$ cat src/rtl/and_gate_bist_ctrl_pkg.sv
`default_nettype none
// ============================================================================
//  Module      : and_gate_bist_ctrl_pkg
//  Description : Shared types, Gray vector table and width helpers for the
//                AND-gate BIST sequencer.
//  Revision    : 1.0  initial release
// ============================================================================
package and_gate_bist_ctrl_pkg;

  // Sequencer states
  typedef enum logic [1:0] {
    ST_IDLE = 2'd0,
    ST_RUN  = 2'd1,
    ST_DONE = 2'd2
  } bist_state_t;

  // {a,b} vectors in Gray order: one input bit changes per step
  localparam logic [1:0] c_vec0 = 2'b00;
  localparam logic [1:0] c_vec1 = 2'b01;
  localparam logic [1:0] c_vec2 = 2'b11;
  localparam logic [1:0] c_vec3 = 2'b10;

  // Map a vector index to its {a,b} pattern
  function automatic logic [1:0] gray_vec(input logic [1:0] idx);
    logic [1:0] v;
    case (idx)
      2'd0:    v = c_vec0;
      2'd1:    v = c_vec1;
      2'd2:    v = c_vec2;
      default: v = c_vec3;
    endcase
    return v;
  endfunction

  // Bits needed to hold values 0..maxval (never less than one)
  function automatic int cnt_width(input int maxval);
    return (maxval < 1) ? 1 : $clog2(maxval + 1);
  endfunction

endpackage
`default_nettype wire

$ cat src/rtl/and_gate_bist_ctrl_vecgen.sv
`default_nettype none
// ============================================================================
//  Module      : and_gate_bist_ctrl_vecgen
//  Description : Vector generator: settle / index / loop counters. Drives the
//                registered {a,b} pattern, a sample strobe on the last settle
//                cycle of each vector and a flag for the final vector.
//  Revision    : 1.0  initial release
// ============================================================================
module and_gate_bist_ctrl_vecgen
  import and_gate_bist_ctrl_pkg::*;
#(
  parameter int SETTLE_CYCLES = 2,
  parameter int LOOPS         = 1
) (
  input  logic       clk,
  input  logic       reset,
  input  logic       init,      // load the first vector, clear counters
  input  logic       en,        // sequencer is running this cycle
  input  logic       clr,       // cancel: park counters and drive 00
  output logic [1:0] vec,
  output logic       sample,
  output logic       last_vec
);

  localparam int c_sw = cnt_width(SETTLE_CYCLES);
  localparam int c_lw = cnt_width(LOOPS - 1);
  localparam logic [c_sw-1:0] c_settle_max = c_sw'(SETTLE_CYCLES);
  localparam logic [c_lw-1:0] c_loop_max   = c_lw'(LOOPS - 1);

  logic [c_sw-1:0] r_settle;
  logic [1:0]      r_idx;
  logic [c_lw-1:0] r_loop;
  logic [1:0]      r_vec;

  assign sample   = en && (r_settle == c_settle_max);
  assign last_vec = (r_idx == 2'd3) && (r_loop == c_loop_max);
  assign vec      = r_vec;

  // Step through settle cycles, then advance to the next Gray vector / pass
  always_ff @(posedge clk) begin
    if (reset || clr) begin
      r_settle <= '0;
      r_idx    <= 2'd0;
      r_loop   <= '0;
      r_vec    <= 2'b00;
    end else if (init) begin
      r_settle <= '0;
      r_idx    <= 2'd0;
      r_loop   <= '0;
      r_vec    <= c_vec0;
    end else if (en) begin
      if (!sample) begin
        r_settle <= r_settle + 1'b1;
      end else begin
        r_settle <= '0;
        if (last_vec) begin
          // Run complete: release the gate inputs
          r_idx  <= 2'd0;
          r_loop <= '0;
          r_vec  <= 2'b00;
        end else begin
          r_idx <= r_idx + 2'd1;
          if (r_idx == 2'd3) r_loop <= r_loop + 1'b1;
          r_vec <= gray_vec(r_idx + 2'd1);
        end
      end
    end
  end

endmodule
`default_nettype wire

$ cat src/rtl/and_gate_bist_ctrl.sv
`default_nettype none
// ============================================================================
//  Module      : and_gate_bist_ctrl
//  Description : BIST sequencer for a 2-input AND gate. Applies all four
//                input combinations in Gray order, checks y against a&b and
//                reports pass, a saturating error count and the first
//                failing vector.
//  Revision    : 1.0  initial release
// ============================================================================
module and_gate_bist_ctrl
  import and_gate_bist_ctrl_pkg::*;
#(
  parameter int SETTLE_CYCLES = 2,
  parameter int LOOPS         = 1,
  parameter int ERR_W         = 8
) (
  input  logic             clk,
  input  logic             reset,
  input  logic             start,
  input  logic             abort,
  input  logic             gate_y,
  output logic             gate_a,
  output logic             gate_b,
  output logic             busy,
  output logic             done,
  output logic             pass,
  output logic [ERR_W-1:0] err_count,
  output logic [1:0]       first_fail_vec,
  output logic             fail_seen
);

  localparam logic [ERR_W-1:0] c_err_max = '1;

  bist_state_t r_state;

  logic       w_run;
  logic       w_init;
  logic       w_en;
  logic       w_abort;
  logic [1:0] w_vec;
  logic       w_sample;
  logic       w_last;
  logic       w_mismatch;

  assign w_run      = (r_state == ST_RUN);
  assign w_init     = start && !w_run;
  assign w_abort    = w_run && abort;
  assign w_en       = w_run && !abort;
  assign w_mismatch = w_sample && (gate_y != (w_vec[1] & w_vec[0]));

  assign gate_a = w_vec[1];
  assign gate_b = w_vec[0];

  and_gate_bist_ctrl_vecgen #(
    .SETTLE_CYCLES (SETTLE_CYCLES),
    .LOOPS         (LOOPS)
  ) u_vecgen (
    .clk      (clk),
    .reset    (reset),
    .init     (w_init),
    .en       (w_en),
    .clr      (w_abort),
    .vec      (w_vec),
    .sample   (w_sample),
    .last_vec (w_last)
  );

  // Sequencer FSM plus checker and result registers
  always_ff @(posedge clk) begin
    if (reset) begin
      r_state        <= ST_IDLE;
      busy           <= 1'b0;
      done           <= 1'b0;
      pass           <= 1'b0;
      err_count      <= '0;
      first_fail_vec <= 2'b00;
      fail_seen      <= 1'b0;
    end else begin
      done <= 1'b0;
      case (r_state)
        ST_IDLE, ST_DONE: begin
          if (start) begin
            r_state        <= ST_RUN;
            busy           <= 1'b1;
            pass           <= 1'b0;
            err_count      <= '0;
            first_fail_vec <= 2'b00;
            fail_seen      <= 1'b0;
          end else begin
            r_state <= ST_IDLE;
          end
        end
        ST_RUN: begin
          if (abort) begin
            // Partial error results are kept; no completion reported
            r_state <= ST_IDLE;
            busy    <= 1'b0;
            pass    <= 1'b0;
          end else if (w_sample) begin
            if (w_mismatch) begin
              if (err_count != c_err_max) err_count <= err_count + 1'b1;
              if (!fail_seen) begin
                fail_seen      <= 1'b1;
                first_fail_vec <= w_vec;
              end
            end
            if (w_last) begin
              r_state <= ST_DONE;
              busy    <= 1'b0;
              done    <= 1'b1;
              pass    <= !fail_seen && !w_mismatch;
            end
          end
        end
        default: r_state <= ST_IDLE;
      endcase
    end
  end

endmodule
`default_nettype wire

$ cat config.mk
export PLATFORM = sky130hd
export DESIGN_NAME = and_gate_bist_ctrl
export DESIGN_NICKNAME = d
export VERILOG_FILES = /design/src/rtl/and_gate_bist_ctrl_pkg.sv /design/src/rtl/and_gate_bist_ctrl_vecgen.sv /design/src/rtl/and_gate_bist_ctrl.sv
export SDC_FILE = /design/constraint.sdc
export NUM_CORES = 1
export LEC_CHECK = 0
export ABC_CLOCK_PERIOD_IN_PS = 2300
export BUFFER_PORTS_ARGS = -buffer_cell sky130_fd_sc_hd__buf_2
export CAP_MARGIN = 20
export CORE_MARGIN = 4
export CORE_UTILIZATION = 54
export DETAILED_ROUTE_END_ITERATION = 10
export PLACE_DENSITY = 0.77
export RECOVER_POWER = 100
export SLEW_MARGIN = 10
export SYNTH_ARGS = -nofsm -noshare
export SYNTH_HDL_FRONTEND = slang
export SYNTH_SLANG_ARGS = --single-unit
$ cat constraint.sdc
create_clock -name clk -period 2.3 [get_ports clk]
set_clock_uncertainty 0.05 [all_clocks]
set_input_delay 0.345 -clock clk [delete_from_list [all_inputs] [get_ports clk]]
set_output_delay 0.345 -clock clk [all_outputs]
set_load 0.005 [all_outputs]
==> impl_metrics.toml <==
[sta]
rsz0062_at_grt = "false"
layout_min_cycle_time_ns = 2.09
fmax_mhz = 478
holdWs_ns = 0.312
hold_violations = 0
fin_crit_sh_pct = 90.9
worstMarginPinSlew_ns = 0.647
drv_slew = 0
relSlewSlack_pct = 55.7
setup_tns_ns = 0
setup_viol = 0

[global_routing]
grt_max_degree = 16
antenna_found_initial = 0
grt_pass1_wl_um = 4430
top_usage_layer = "met2"
grt_use_met3_pct = 3.49
use_met2_pct = 36.4
use_met1_pct = 23.7
grt_pass1_vias = 1028
grtUsageTotal_pct = 20.0
grt-ovfl-total = 0

[synth]
synthCells = 138
ys_ff_latch = 23
synth_nets = 146
synthesis.area_sq_um = 1190
synth_top_area_share_pct = 38.7
synthTopCellsByArea = "dfxtp_1 (39%), nand2_1 (6.0%), a21oi_1 (4.6%)"
synthArstFlopShare_pct = 0
synth_flop_cell = "dfxtp_1"
yosysMostFrequentCell = "dfxtp_1"
avgSynthCellArea_sq_um = 8.61
synth_top_area_cell = "dfxtp_1"
synth_common_cells = "dfxtp_1 (23), nand2_1 (19), a21oi_1 (11), nand3_1 (8)"
yosysSeqAreaShare_pct = 38.7
yosys_warnings = 0
synth_cell_type_count = 41
synth-edff-count = 0

[setup_path]
crit_cells = 4
startpoint = "r_state[0]"
startpoint_type = "flip-flop"
worst-r2r-setup-slack_ns = 0.21
cp-end-kind = "flip-flop"
crit_arrival_ns = 2.29
reg2reg_from = "r_state[0]"
critPathCapture = "err_count[3]"
cp_cell_sequence = "or3b_1 -> a211o_1 -> a2111oi_0 -> mux2i_1"
critPathMaxStageDelay_ns = 0.56
cpMaxStageDelayCell = "a2111oi_0"
crit_required_ns = 2.50
cp.buffers_inverters = 0
path_class = "flip-flop to flip-flop"
worstReg2RegEnd = "err_count[3]"
rr_worst_depth = 4
crit_fanout = 12
crit_family = "compound AO/OA/AOI/OAI gates"

[power_and_ir_drop]
power_density_nw_per_um2 = 503
p_leak_nw = 0.461
fin_total_pwr_mw = 0.660
peakVddDrop_uv = 331

[finish]
area_growth_pct = 10.5
num-fill-cells = 196
layout-drive-gt1-share_pct = 12.5
final_core_util_pct = 65.0
fin_cells = 187
nNetsFinal = 169
diodes = 0

[clock_network]
root_buffer = "clkbuf_4"
cts_tree = "built"
cts_num_sinks = 23
clkLatencyLatePin_ns = 0.32
cts_setup_buffers = 0
cts_hold_buf = 0
htree_levels = 1
cts_resized = 0
clockBufferDepth = 2
clk_pin_slew_ns = 0.14
cts_made_buffers = 3

[floorplan]
initial_core_util_pct = 58.8
die_w_um = 54.9
core_area_sq_um = 2020
die_h_um = 54.9
ios = 21
rows = 16
die-area_sq_um = 3020

[worst_hold_path]
hp-class = "input port to flip-flop"
hold_start = "reset"

[route]
drtPass1Iterations = 4
ant_nets = 0
wirelength_um = 2730
wl_per_cell_um = 14.6
route.vias.total = 1114
initialDrtViolationCount = 13
viasPerCell = 5.96
post-route-drc-count = 0

[placed_design]
dp_cells = 183
hpwl_um = 1990
numPortBuffers = 20
gp_congestion = 0.769

[run_status]
status = "finished clean"

[job]
max_cap_violations = 0
## power by group
part	switching, mW	total, mW	internal [mW]
sequential	0.00395	0.407	0.403
combinational	0.0368	0.0582	0.0213
clock	0.130	0.195	0.0652
## stage by stage
step                instance area (sq um)  setup WS, ns
floorplan                            1190         0.454
global placement                     1310         0.305
detailed placement                   1310         0.271
CTS                                  1340         0.336
global route                         1310         0.103
finish                               1310         0.210
## layout by cell type (no fill, tap or decap), types with 2 or more instances in the layout
cell type / Yosys / routed
dfxtp_1: 23 / 23
nand2_1: 19 / 19
a21oi_1: 11 / 11
buf_2: 0 / 10
clkbuf_1: 3 / 9
nand3_1: 8 / 8
inv_1: 6 / 6
o21ai_0: 6 / 6
nor2_1: 6 / 6
or3_1: 5 / 5
nor2b_1: 4 / 4
a221oi_1: 3 / 4
o2111ai_1: 4 / 4
a211o_1: 3 / 3
nor3_1: 3 / 3
ha_1: 3 / 3
clkbuf_4: 0 / 3
buf_4: 0 / 3
nand2b_1: 2 / 2
nand3b_1: 2 / 2
a2111oi_0: 1 / 2
mux2i_1: 2 / 2
a2111o_1: 2 / 2
## flip-flops by register name, indices dropped and copies added (netlist names)
signal and cells:
err_count 8, first_fail_vec 2, r_state 2, u_vecgen.r_idx 2, u_vecgen.r_settle 2, u_vecgen.vec 2, busy 1, done 1
fail_seen 1, pass 1, u_vecgen.r_loop 1
## logic make-up after synthesis
family	after synthesis	synth area share, %
muxes	2	1.68
xor gates and xnor gates	1	0.737
AOI/OAI and AO/OA	40	24.9
adders and majority gates	3	3.16
and+or+nand+nor	58	26.0
buffers and inverters	11	4.74
DFF	23	38.7
## cell type report
| type | instances | area (sq um) | area share (%) |
|---|---|---|---|
| Tap cell | 27 | 33.8 | 2.57 |
| Timing Repair Buffer | 23 | 110 | 8.38 |
| Inverter | 6 | 22.5 | 1.71 |
| Clock buffer | 3 | 22.5 | 1.71 |
| Clock inverter | 1 | 5.00 | 0.381 |
| Multi-Input combinational cell | 104 | 659 | 50.2 |
| Sequential cell | 23 | 460 | 35.0 |
## how the worst min path moves through the flow
stage / end / slack (ns) / cells after the start
detailed placement: first_fail_vec[1] / 0.41 / 2
global placement: u_vecgen.r_idx[1] / 0.41 / 2
CTS: err_count[4] / 0.31 / 2
finish: busy / 0.31 / 2
floorplan: err_count[6] / 0.37 / 1
global route: busy / 0.34 / 2
## routing by layer
layer	part of all wire, %	wire length (um)
met1	44	1200
met2	49	1350
met3	4.9	133
met4	1.8	48
met5	0	0
Power figures use the tool's default switching activity.
